<file path="src/rtl/imem_loader.sv">
// Boot-time loader: turns a byte stream (count header + little-endian words)
// into sequential instruction-memory writes and holds the CPU until it finishes.
module imem_loader #(
  parameter int DEPTH  = 128,
  parameter int ADDR_W = 7
) (
  input  logic              clk,
  input  logic              rst_n,
  input  logic              start,
  input  logic [7:0]        byte_in,
  input  logic              byte_valid,
  output logic              byte_ready,
  output logic              wr_en,
  output logic [ADDR_W-1:0] wr_addr,
  output logic [31:0]       wr_data,
  output logic [ADDR_W:0]   word_count,
  output logic              busy,
  output logic              done,
  output logic              error,
  output logic              cpu_hold
);

  localparam int CW = ADDR_W + 1;

  typedef enum logic [2:0] {
    IDLE,
    LEN,
    DATA,
    WRITE,
    DONE,
    ERROR
  } state_t;

  state_t        state;
  logic [CW-1:0] len;
  logic [1:0]    byte_idx;
  logic          xfer;
  logic [CW-1:0] count_next;

  always_comb begin
    byte_ready = (state == LEN) || (state == DATA);
    busy       = (state == LEN) || (state == DATA) || (state == WRITE);
    cpu_hold   = (state != DONE);
    xfer       = byte_valid && byte_ready;
    count_next = word_count + 1'b1;
  end

  always_ff @(posedge clk or negedge rst_n) begin
    if (!rst_n) begin
      state      <= IDLE;
      len        <= '0;
      byte_idx   <= '0;
      wr_en      <= 1'b0;
      wr_addr    <= '0;
      wr_data    <= '0;
      word_count <= '0;
      done       <= 1'b0;
      error      <= 1'b0;
    end else begin
      wr_en <= 1'b0;
      case (state)
        IDLE, DONE, ERROR: begin
          if (start) begin
            state      <= LEN;
            word_count <= '0;
            wr_addr    <= '0;
            byte_idx   <= '0;
            done       <= 1'b0;
            error      <= 1'b0;
          end
        end
        LEN: begin
          if (xfer) begin
            // Header already bounded by DEPTH before use, so truncation to CW is safe
            len <= CW'(byte_in);
            if (byte_in == 8'd0) begin
              state <= DONE;
              done  <= 1'b1;
            end else if (int'(byte_in) > DEPTH) begin
              state <= ERROR;
              error <= 1'b1;
            end else begin
              state <= DATA;
            end
          end
        end
        DATA: begin
          if (xfer) begin
            wr_data[8*byte_idx +: 8] <= byte_in;
            byte_idx                 <= byte_idx + 1'b1;
            if (byte_idx == 2'd3) begin
              state <= WRITE;
              wr_en <= 1'b1;
            end
          end
        end
        WRITE: begin
          word_count <= count_next;
          wr_addr    <= wr_addr + 1'b1;
          if (count_next == len) begin
            state <= DONE;
            done  <= 1'b1;
          end else begin
            state <= DATA;
          end
        end
        default: state <= IDLE;
      endcase
    end
  end

endmodule

</file>
<file path="config.mk">
export PLATFORM = sky130hd
export DESIGN_NAME = imem_loader
export DESIGN_NICKNAME = d
export VERILOG_FILES = /design/src/rtl/imem_loader.sv
export SDC_FILE = /design/constraint.sdc
export NUM_CORES = 1
export LEC_CHECK = 0
export BUFFER_PORTS_ARGS = -buffer_cell sky130_fd_sc_hd__buf_2
export CAP_MARGIN = 20
export CORE_MARGIN = 3
export CORE_UTILIZATION = 58
export CTS_CLUSTER_DIAMETER = 100
export DETAILED_ROUTE_END_ITERATION = 16
export HOLD_SLACK_MARGIN = 0.06
export PLACE_DENSITY_LB_ADDON = 0.15
export SYNTH_ARGS = -nofsm -noshare
export SYNTH_HDL_FRONTEND = slang
export SYNTH_SLANG_ARGS = --single-unit
</file>
<file path="constraint.sdc">
create_clock -name clk -period 4.9 [get_ports clk]
set_input_delay 0.735 -clock clk [delete_from_list [all_inputs] [get_ports clk]]
set_output_delay 0.735 -clock clk [all_outputs]
set_load 0.005 [all_outputs]
</file>
==> summary.txt, run 1 <==
Launching element type of the critical path - register
H-tree levels - 3
DRC errors left - 0
Number of maximum-capacitance constraint violations - 0
Standard-cell row count - 25
Fin Hold WS - 470 ps
Initial core utilization - 0.618
Final clock skew - 5.72 ps
Netlist area before placement - 3000 um^2
Yosys warnings - 0
Cell chain of the critical path - inv_1 > nand2_1 > a21oi_1 > buf_2
Source-to-sink clock delay at the later pin of the worst-skew pair - 340 ps
Io pins - 65
Final setup fails - 0
Cell family contributing the most delay on the critical path - flip-flops
Number of hold violations in the final report - 0
First-pass GRT wire length - 11500 um
Depth of the critical timing path with buffers and inverters included - 4
FFs w/ async S/R, synth - 1.00
Core occupancy in the finished layout - 0.741
Via density per instance - 5.51
Crit path DAT - 1420 ps
Sequential cell area fraction in the yosys report - 0.526
Max incr delay on CP - 430 ps
Maximum ir drop on the vdd rail - 0.000358 V
GRT Residual Overflow - 0
Critical path endpoint category - output port
Hold Crit Depth - 2
Tightest Pin Transition - 905 ps
Power Dens Cells - 510 nW/um^2
Top library cells by usage in the layout, fill and taps aside - sky130_fd_sc_hd__nand2_1 (86), sky130_fd_sc_hd__buf_2 (64), sky130_fd_sc_hd__dfrtp_1 (63)
Proportion of layout cells with a drive suffix above 1 - 0.242
Final count of pins violating max slew - 0
Master cell of the clock root buffer - sky130_fd_sc_hd__clkbuf_8
Vert. Die Dim - 77.9 um
Post-synthesis cell count - 323
Register bit total from synthesis - 63
Number of global-route vias before repair - 2358
Slew margin rel. - 0.395
CTS tree - built
Critical path class - reg2out
Setup TNS - 0 ps
Hold-fix buffers at CTS - 0
Clock transition at the register clock pins on the worst setup and hold paths after CTS - 70 ps
Commonest non-fill, non-tap cell in the layout - sky130_fd_sc_hd__nand2_1
Post-synthesis cell type count - 38
R2r worst-path depth - 5
Slowest cell on the critical path - sky130_fd_sc_hd__dfrtp_1
HPWL after detailed placement - 4600 um
Post-CTS setup buffer count - 0
Unrepaired setup endpoints after global routing - no
Number of nets in the finished design - 408
Count of port buffers added during placement - 64
Number of antenna violations at the first check in global routing - 0
Total routing resource utilization after global routing - 0.244
Bufs and invs on worst path - 2
Routed length per placed instance - 14.8 um
Hold/Removal Path Class - reg2reg
Remaining antenna violation count - 0
Vias post-DR - 2527
Largest net degree at the start of global routing - 64
Detailed-router iteration count before antenna repair - 4
Number of gates given a new drive strength after cts - 0
Post-route clock period utilization - 0.440
Req. time, crit path - 4160 ps
Most used DFF post-synth - sky130_fd_sc_hd__dfrtp_1
Core area - 4850 um^2
Maximum buffer depth of the clock tree - 2
Crit Path Max Fanout - 6
Num Clock Sinks - 63
Inserted Clock Buffers - 9
Number of diodes - 0
Final critical path time including I/O delays and setup - 2160 ps
Average cell area after synthesis - 9.28 um^2
Count of routing violations after the opening detailed-route iteration - 207
Number of flops mapped to enable cells by yosys - 0
Growth of design area from synthesis to finish - 19.8%
FMAX - 464 MHz
Outcome - completed
Routability congestion estimate - 0.877
Die X-Extent - 77.9 um
Area of the die - 6070 um^2
Leakage power - 1.72 nW
Syn nets - 343
Final routed wirelength across all metal layers - 6780 um
[power by group]
part / total, W / internal [W] / switching [W]
registers: 0.000744 / 0.000637 / 0.000107
clock network: 0.000515 / 0.000324 / 0.000190
logic: 0.000573 / 0.000253 / 0.000320
total: 0.00183 / 0.00121 / 0.000618
[final cells by class]
type,instances,area (um^2)
well taps,67,83.8
clock inverters,3,65.1
repair buffers,65,328
clock buffers,12,165
inverters,4,15.0
multi-input cells,245,1360
flip-flops and latches,63,1580
fillers,357,1260
[per-stage QoR]
| step | cells | power (W) | area, um^2 | setup WS [ps] |
|---|---|---|---|---|
| detailed placement | 444 | 0.00132 | 3360 | 2760 |
| finish | 459 | 0.00183 | 3590 | 2740 |
| floorplan | 323 | 0.00113 | 3000 | 3150 |
| CTS | 459 | 0.00184 | 3590 | 2740 |
| global placement | 444 | 0.00130 | 3360 | 2860 |
| global route | 459 | 0.00196 | 3590 | 2500 |
[Yosys cell counts, drive strengths merged (2+ instances only)]
master | count | area share
ha | 8 | 0.033
dfrtp | 63 | 0.53
mux2i | 2 | 0.0067
nor3b | 5 | 0.013
o21ai | 57 | 0.095
o31ai | 2 | 0.0050
mux2 | 8 | 0.030
nand3 | 8 | 0.013
xnor2 | 8 | 0.023
xor2 | 2 | 0.0058
nand4 | 3 | 0.0063
a21oi | 4 | 0.0067
buf | 3 | 0.0058
nor2 | 18 | 0.025
and3 | 2 | 0.0042
and2 | 5 | 0.011
inv | 4 | 0.0050
nand2b | 8 | 0.017
o221a | 2 | 0.0075
nor4 | 2 | 0.0042
nand2 | 86 | 0.11
a22o | 2 | 0.0058
clkbuf | 8 | 0.010
nor3 | 3 | 0.0050
[path summary, 6_finish.rpt]
path	slack (ps)	startpoint	end
max reg2reg	2760	byte_idx[0]	wr_data[0]
max	2740	state[1]	byte_ready
max in group asynchronous	3830	rst_n	wr_addr[1]
min in group asynchronous	560	rst_n	wr_data[4]
min	470	wr_data[4]	wr_data[4]
min reg2reg	470	wr_data[4]	wr_data[4]
[cell families (layout without fill, tap and decap cells)]
group / after synthesis / in the layout / synth area share
muxes: 10 / 10 / 0.0367
buffers and inverters: 15 / 84 / 0.0209
DFF: 63 / 63 / 0.526
and+or+nand+nor: 143 / 143 / 0.214
adders and majority gates: 8 / 8 / 0.0334
AOI/OAI and AO/OA: 74 / 74 / 0.140
xor gates and xnor gates: 10 / 10 / 0.0292
[per-layer routing]
layer / global-route usage / wire length [um] / up-vias
met4: 0.0927 / 104 / 0
met3: 0.0568 / 459 / 9
li1: - / - / 1233
met2: 0.372 / 3130 / 82
met1: 0.339 / 3090 / 1203
met5: 0 / 0 / -
[state kept, by name, summed over array words and instances (netlist names)]
register	cells
state	3
wr_en	1
wr_addr	7
error	1
wr_data	32
word_count	8
len	8
done	1
byte_idx	2
[tightest hold or removal path, cell delays in order (launching register included)]
cell and delay, ps:
sky130_fd_sc_hd__dfrtp_1 340, sky130_fd_sc_hd__nand2_1 40, sky130_fd_sc_hd__o21ai_0 50
(Power assumes the default switching activity.)
==> run 2, diff against run 1 <==
- ABC_AREA: default -> 1
- CORE_UTILIZATION: 58 -> 55
- clock period: 4.9 -> 2.2 ns (I/O delays scaled with it)
==> run 2 against run 1 <==
Effect of this change: sequential cell count unchanged; setup slack lost 2400 ps; routed wire length up 14%; cell count rose by 21%; combinational power increased to 2.8 times the previous value; clock skew up 2.7 ps; largest cell class unchanged.
==> summary.txt, run 2 <==
Outcome - completed
Vert. Die Dim - 83.1 um (+6.7%)
Yosys warnings - 0 (unchanged)
Fin Hold WS - 242 ps (-229 ps)
Power Dens Cells - 1120 nW/um^2 (+120%)
Routed length per placed instance - 14.0 um (-5.4%)
Detailed-router iteration count before antenna repair - 5 (+1)
Hold/Removal Path Class - in2reg
Sequential power share - 0.362 (-0.044)
Tightest Pin Transition - 518 ps (-387 ps)
Top library cells by usage in the layout, fill and taps aside - sky130_fd_sc_hd__nand2_1 (92), sky130_fd_sc_hd__buf_2 (64), sky130_fd_sc_hd__dfrtp_1 (63)
Via density per instance - 5.40 (-1.8%)
Final critical path time including I/O delays and setup - 1890 ps
Yosys top cell area share - 0.482 (-0.0440)
Most used DFF post-synth - sky130_fd_sc_hd__dfrtp_1
Total routing resource utilization after global routing - 0.242 (-0.00120)
Critical path class - reg2reg
Number of diodes - 0 (unchanged)
Vias post-DR - 2999 (+19%)
CP most frequent cell - sky130_fd_sc_hd__nand2_1
Num Clock Sinks - 63 (unchanged)
HPWL after detailed placement - 5500 um (+20%)
Bufs and invs on worst path - 2 (unchanged)
CTS tree - built
Number of flops mapped to enable cells by yosys - 0 (unchanged)
Largest net degree at the start of global routing - 64 (unchanged)
Netlist area before placement - 3270 um^2 (+9.1%)
Crit Path Max Fanout - 10 (+4)
Commonest cells post-synth - sky130_fd_sc_hd__nand2_1 (92), sky130_fd_sc_hd__dfrtp_1 (63), sky130_fd_sc_hd__o21ai_0 (53)
Area of the die - 6910 um^2 (+14%)
Post-route clock period utilization - 0.861
Total internal power - 0.00267 W (+120%)
Clock transition at the register clock pins on the worst setup and hold paths after CTS - 70 ps (about the same)
Final clock skew - 8.46 ps (+2.74 ps)
Clock group share of total power - 0.272 (-0.009)
Number of global-route vias before repair - 2871 (+22%)
R2r worst-path depth - 7 (+2)
Post-synthesis cell count - 407 (+26%)
Launch instance of the worst min-delay path - byte_in[0]
Count of port buffers added during placement - 64 (unchanged)
Remaining antenna violation count - 0 (unchanged)
Req. time, crit path - 2480 ps (-1680 ps)
Largest area contributor in the netlist - sky130_fd_sc_hd__dfrtp_1
Commonest non-fill, non-tap cell in the layout - sky130_fd_sc_hd__nand2_1
Maximum ir drop on the vdd rail - 0.000692 V (+93%)
Depth of the critical timing path with buffers and inverters included - 7 (+3)
Setup TNS - 0 ps (unchanged)
Proportion of layout cells with a drive suffix above 1 - 0.228 (-0.0146)
Count of routing violations after the opening detailed-route iteration - 216 (+4.3%)
Critical path endpoint category - register
Top post-synthesis cells by area - sky130_fd_sc_hd__dfrtp_1 (48%), sky130_fd_sc_hd__nand2_1 (11%), sky130_fd_sc_hd__o21ai_0 (8.1%)
Cell family contributing the most delay on the critical path - simple AND/OR/NAND/NOR gates
Part of the total power dissipated in combinational logic - 0.366 (+0.053)
FMAX - 528 MHz
Switching power - 0.00173 W (+180%)
Final count of pins violating max slew - 0 (unchanged)
Register with the highest flop count - wr_data
Standard-cell row count - 27 (+8.0%)
Setup slack on the worst flop-to-flop path - 310 ps (-2450 ps)
Number of maximum-capacitance constraint violations - 0 (unchanged)
Core occupancy in the finished layout - 0.698 (-0.0430)
Total power draw - 0.00440 W (+140%)
Sequential cell area fraction in the yosys report - 0.482 (-0.0440)
Max reg flops - 32 (unchanged)
H-tree levels - 3 (unchanged)
Launching element type of the critical path - register
Cell chain of the critical path - inv_1 > ha_1 > clkinv_1 > nand2_1 > nor2_1 > nand3_1 > nand2_1
Final routed wirelength across all metal layers - 7750 um (+14%)
Maximum buffer depth of the clock tree - 2 (unchanged)
Inserted Clock Buffers - 9 (unchanged)
Reg-to-reg startpoint - byte_idx[1]
Number of antenna violations at the first check in global routing - 0 (unchanged)
Destination of the worst register-to-register timing path - wr_data[6]
Io pins - 65 (unchanged)
Initial core utilization - 0.580 (-0.0384)
Growth of design area from synthesis to finish - 20.3%
Register bit total from synthesis - 63 (unchanged)
First-pass GRT wire length - 13600 um (+18%)
Syn nets - 427 (+24%)
Die X-Extent - 83.1 um (+6.7%)
Routability congestion estimate - 0.859 (-2.0%)
DRC errors left - 0 (unchanged)
Worst Hold Path EP - wr_data[0]
GRT Residual Overflow - 0 (unchanged)
Post-synthesis cell type count - 29 (-24%)
Unrepaired setup endpoints after global routing - no
Number of placed instances, taps included - 538 (+21%)
Max incr delay on CP - 410 ps (-20 ps)
Slew margin rel. - 0.654 (+0.258)
Post-CTS setup buffer count - 0 (unchanged)
FFs w/ async S/R, synth - 1.00 (unchanged)
Final setup fails - 0 (unchanged)
Final non-filler cell total - 555 (+21%)
Source-to-sink clock delay at the later pin of the worst-skew pair - 340 ps (about the same)
Master cell of the clock root buffer - sky130_fd_sc_hd__clkbuf_8
Crit path DAT - 2170 ps (+750 ps)
Hold Crit Depth - 3 (+1)
Number of hold violations in the final report - 0 (unchanged)
Most frequently used cell type in the post-synthesis netlist - sky130_fd_sc_hd__nand2_1
Leakage power - 2.15 nW (+25%)
Largest registers in the final layout - wr_data x32, len x8, word_count x8
Slowest cell on the critical path - sky130_fd_sc_hd__ha_1
Share of total power consumed by net switching - 0.394 (+0.0565)
Average cell area after synthesis - 8.04 um^2 (-13%)
Core area - 5640 um^2 (+16%)
Number of nets in the finished design - 498 (+22%)
==> run 2: power groups by stage <==
stage	Sequential [W]	Clock [W]	Combinational, W
after floorplan	0.00159	0	0.00111
after global placement	0.00161	0	0.00158
after detailed placement	0.00161	0	0.00160
after CTS	0.00159	0.00121	0.00161
after global routing	0.00163	0.00127	0.00187
final	0.00159	0.00119	0.00161
==> run 2: how the worst max path moves through the flow <==
stage / end / from / slack [ps]
after floorplan: wr_data[16] / byte_idx[0] / 190
after global placement: wr_data[18] / byte_idx[1] / 310
after detailed placement: wr_data[20] / byte_idx[1] / 250
after CTS: wr_data[18] / byte_idx[1] / 230
after global routing: wr_data[0] / byte_idx[1] / 90
final: wr_data[6] / byte_idx[1] / 310
==> run 2: cell type report <==
| cell class | count | area [um^2] |
|---|---|---|
| clock buffers | 12 | 165 |
| repair buffers | 70 | 380 |
| clock inverters | 4 | 76.3 |
| inverters | 51 | 194 |
| well taps | 72 | 90.1 |
| fillers | 473 | 1700 |
| multi-input cells | 283 | 1460 |
| flip-flops and latches | 63 | 1580 |
==> run 2: per-layer routing <==
metal  share of wire  GRT usage  wire [um]  vias up
met5               0          0          0        -
met4           0.013     0.0698        103        0
met3           0.068     0.0665        527        9
met2            0.43      0.341       3370      101
met1            0.48      0.366       3760     1393
li1                -          -          -     1496
==> run 2: tightest hold or removal path: stages <==
cell and delay [ps]:
sky130_fd_sc_hd__buf_2 90, sky130_fd_sc_hd__nand3_1 70, sky130_fd_sc_hd__nand2_1 50
==> run 2: cell families (layout without fill, tap and decap cells) <==
logic type,count (synthesis),count (layout),share of synthesized area
AO/OA/AOI/OAI,73,73,0.117
XOR/XNOR,2,2,0.00535
adder cells (fa/ha/maj),8,8,0.0306
buffers and inverters,61,137,0.0742
flip-flops,63,63,0.482
multiplexers,1,1,0.00344
AND/OR/NAND/NOR,199,199,0.288
==> run 2: repair_timing <==
action,4_1_cts,5_1_grt
hold buffers,1,0
gates resized for setup,0,1
endpoints found under the hold margin,63,0
setup endpoints to repair,0,3
==> run 2: per-stage QoR <==
step / area (um^2) / setup WS, ps
3_5_place_dp: 3680 / 249
3_3_place_gp: 3680 / 312
2_1_floorplan: 3270 / 189
4_1_cts: 3940 / 233
6_report: 3940 / 306
5_1_grt: 3940 / 86.5
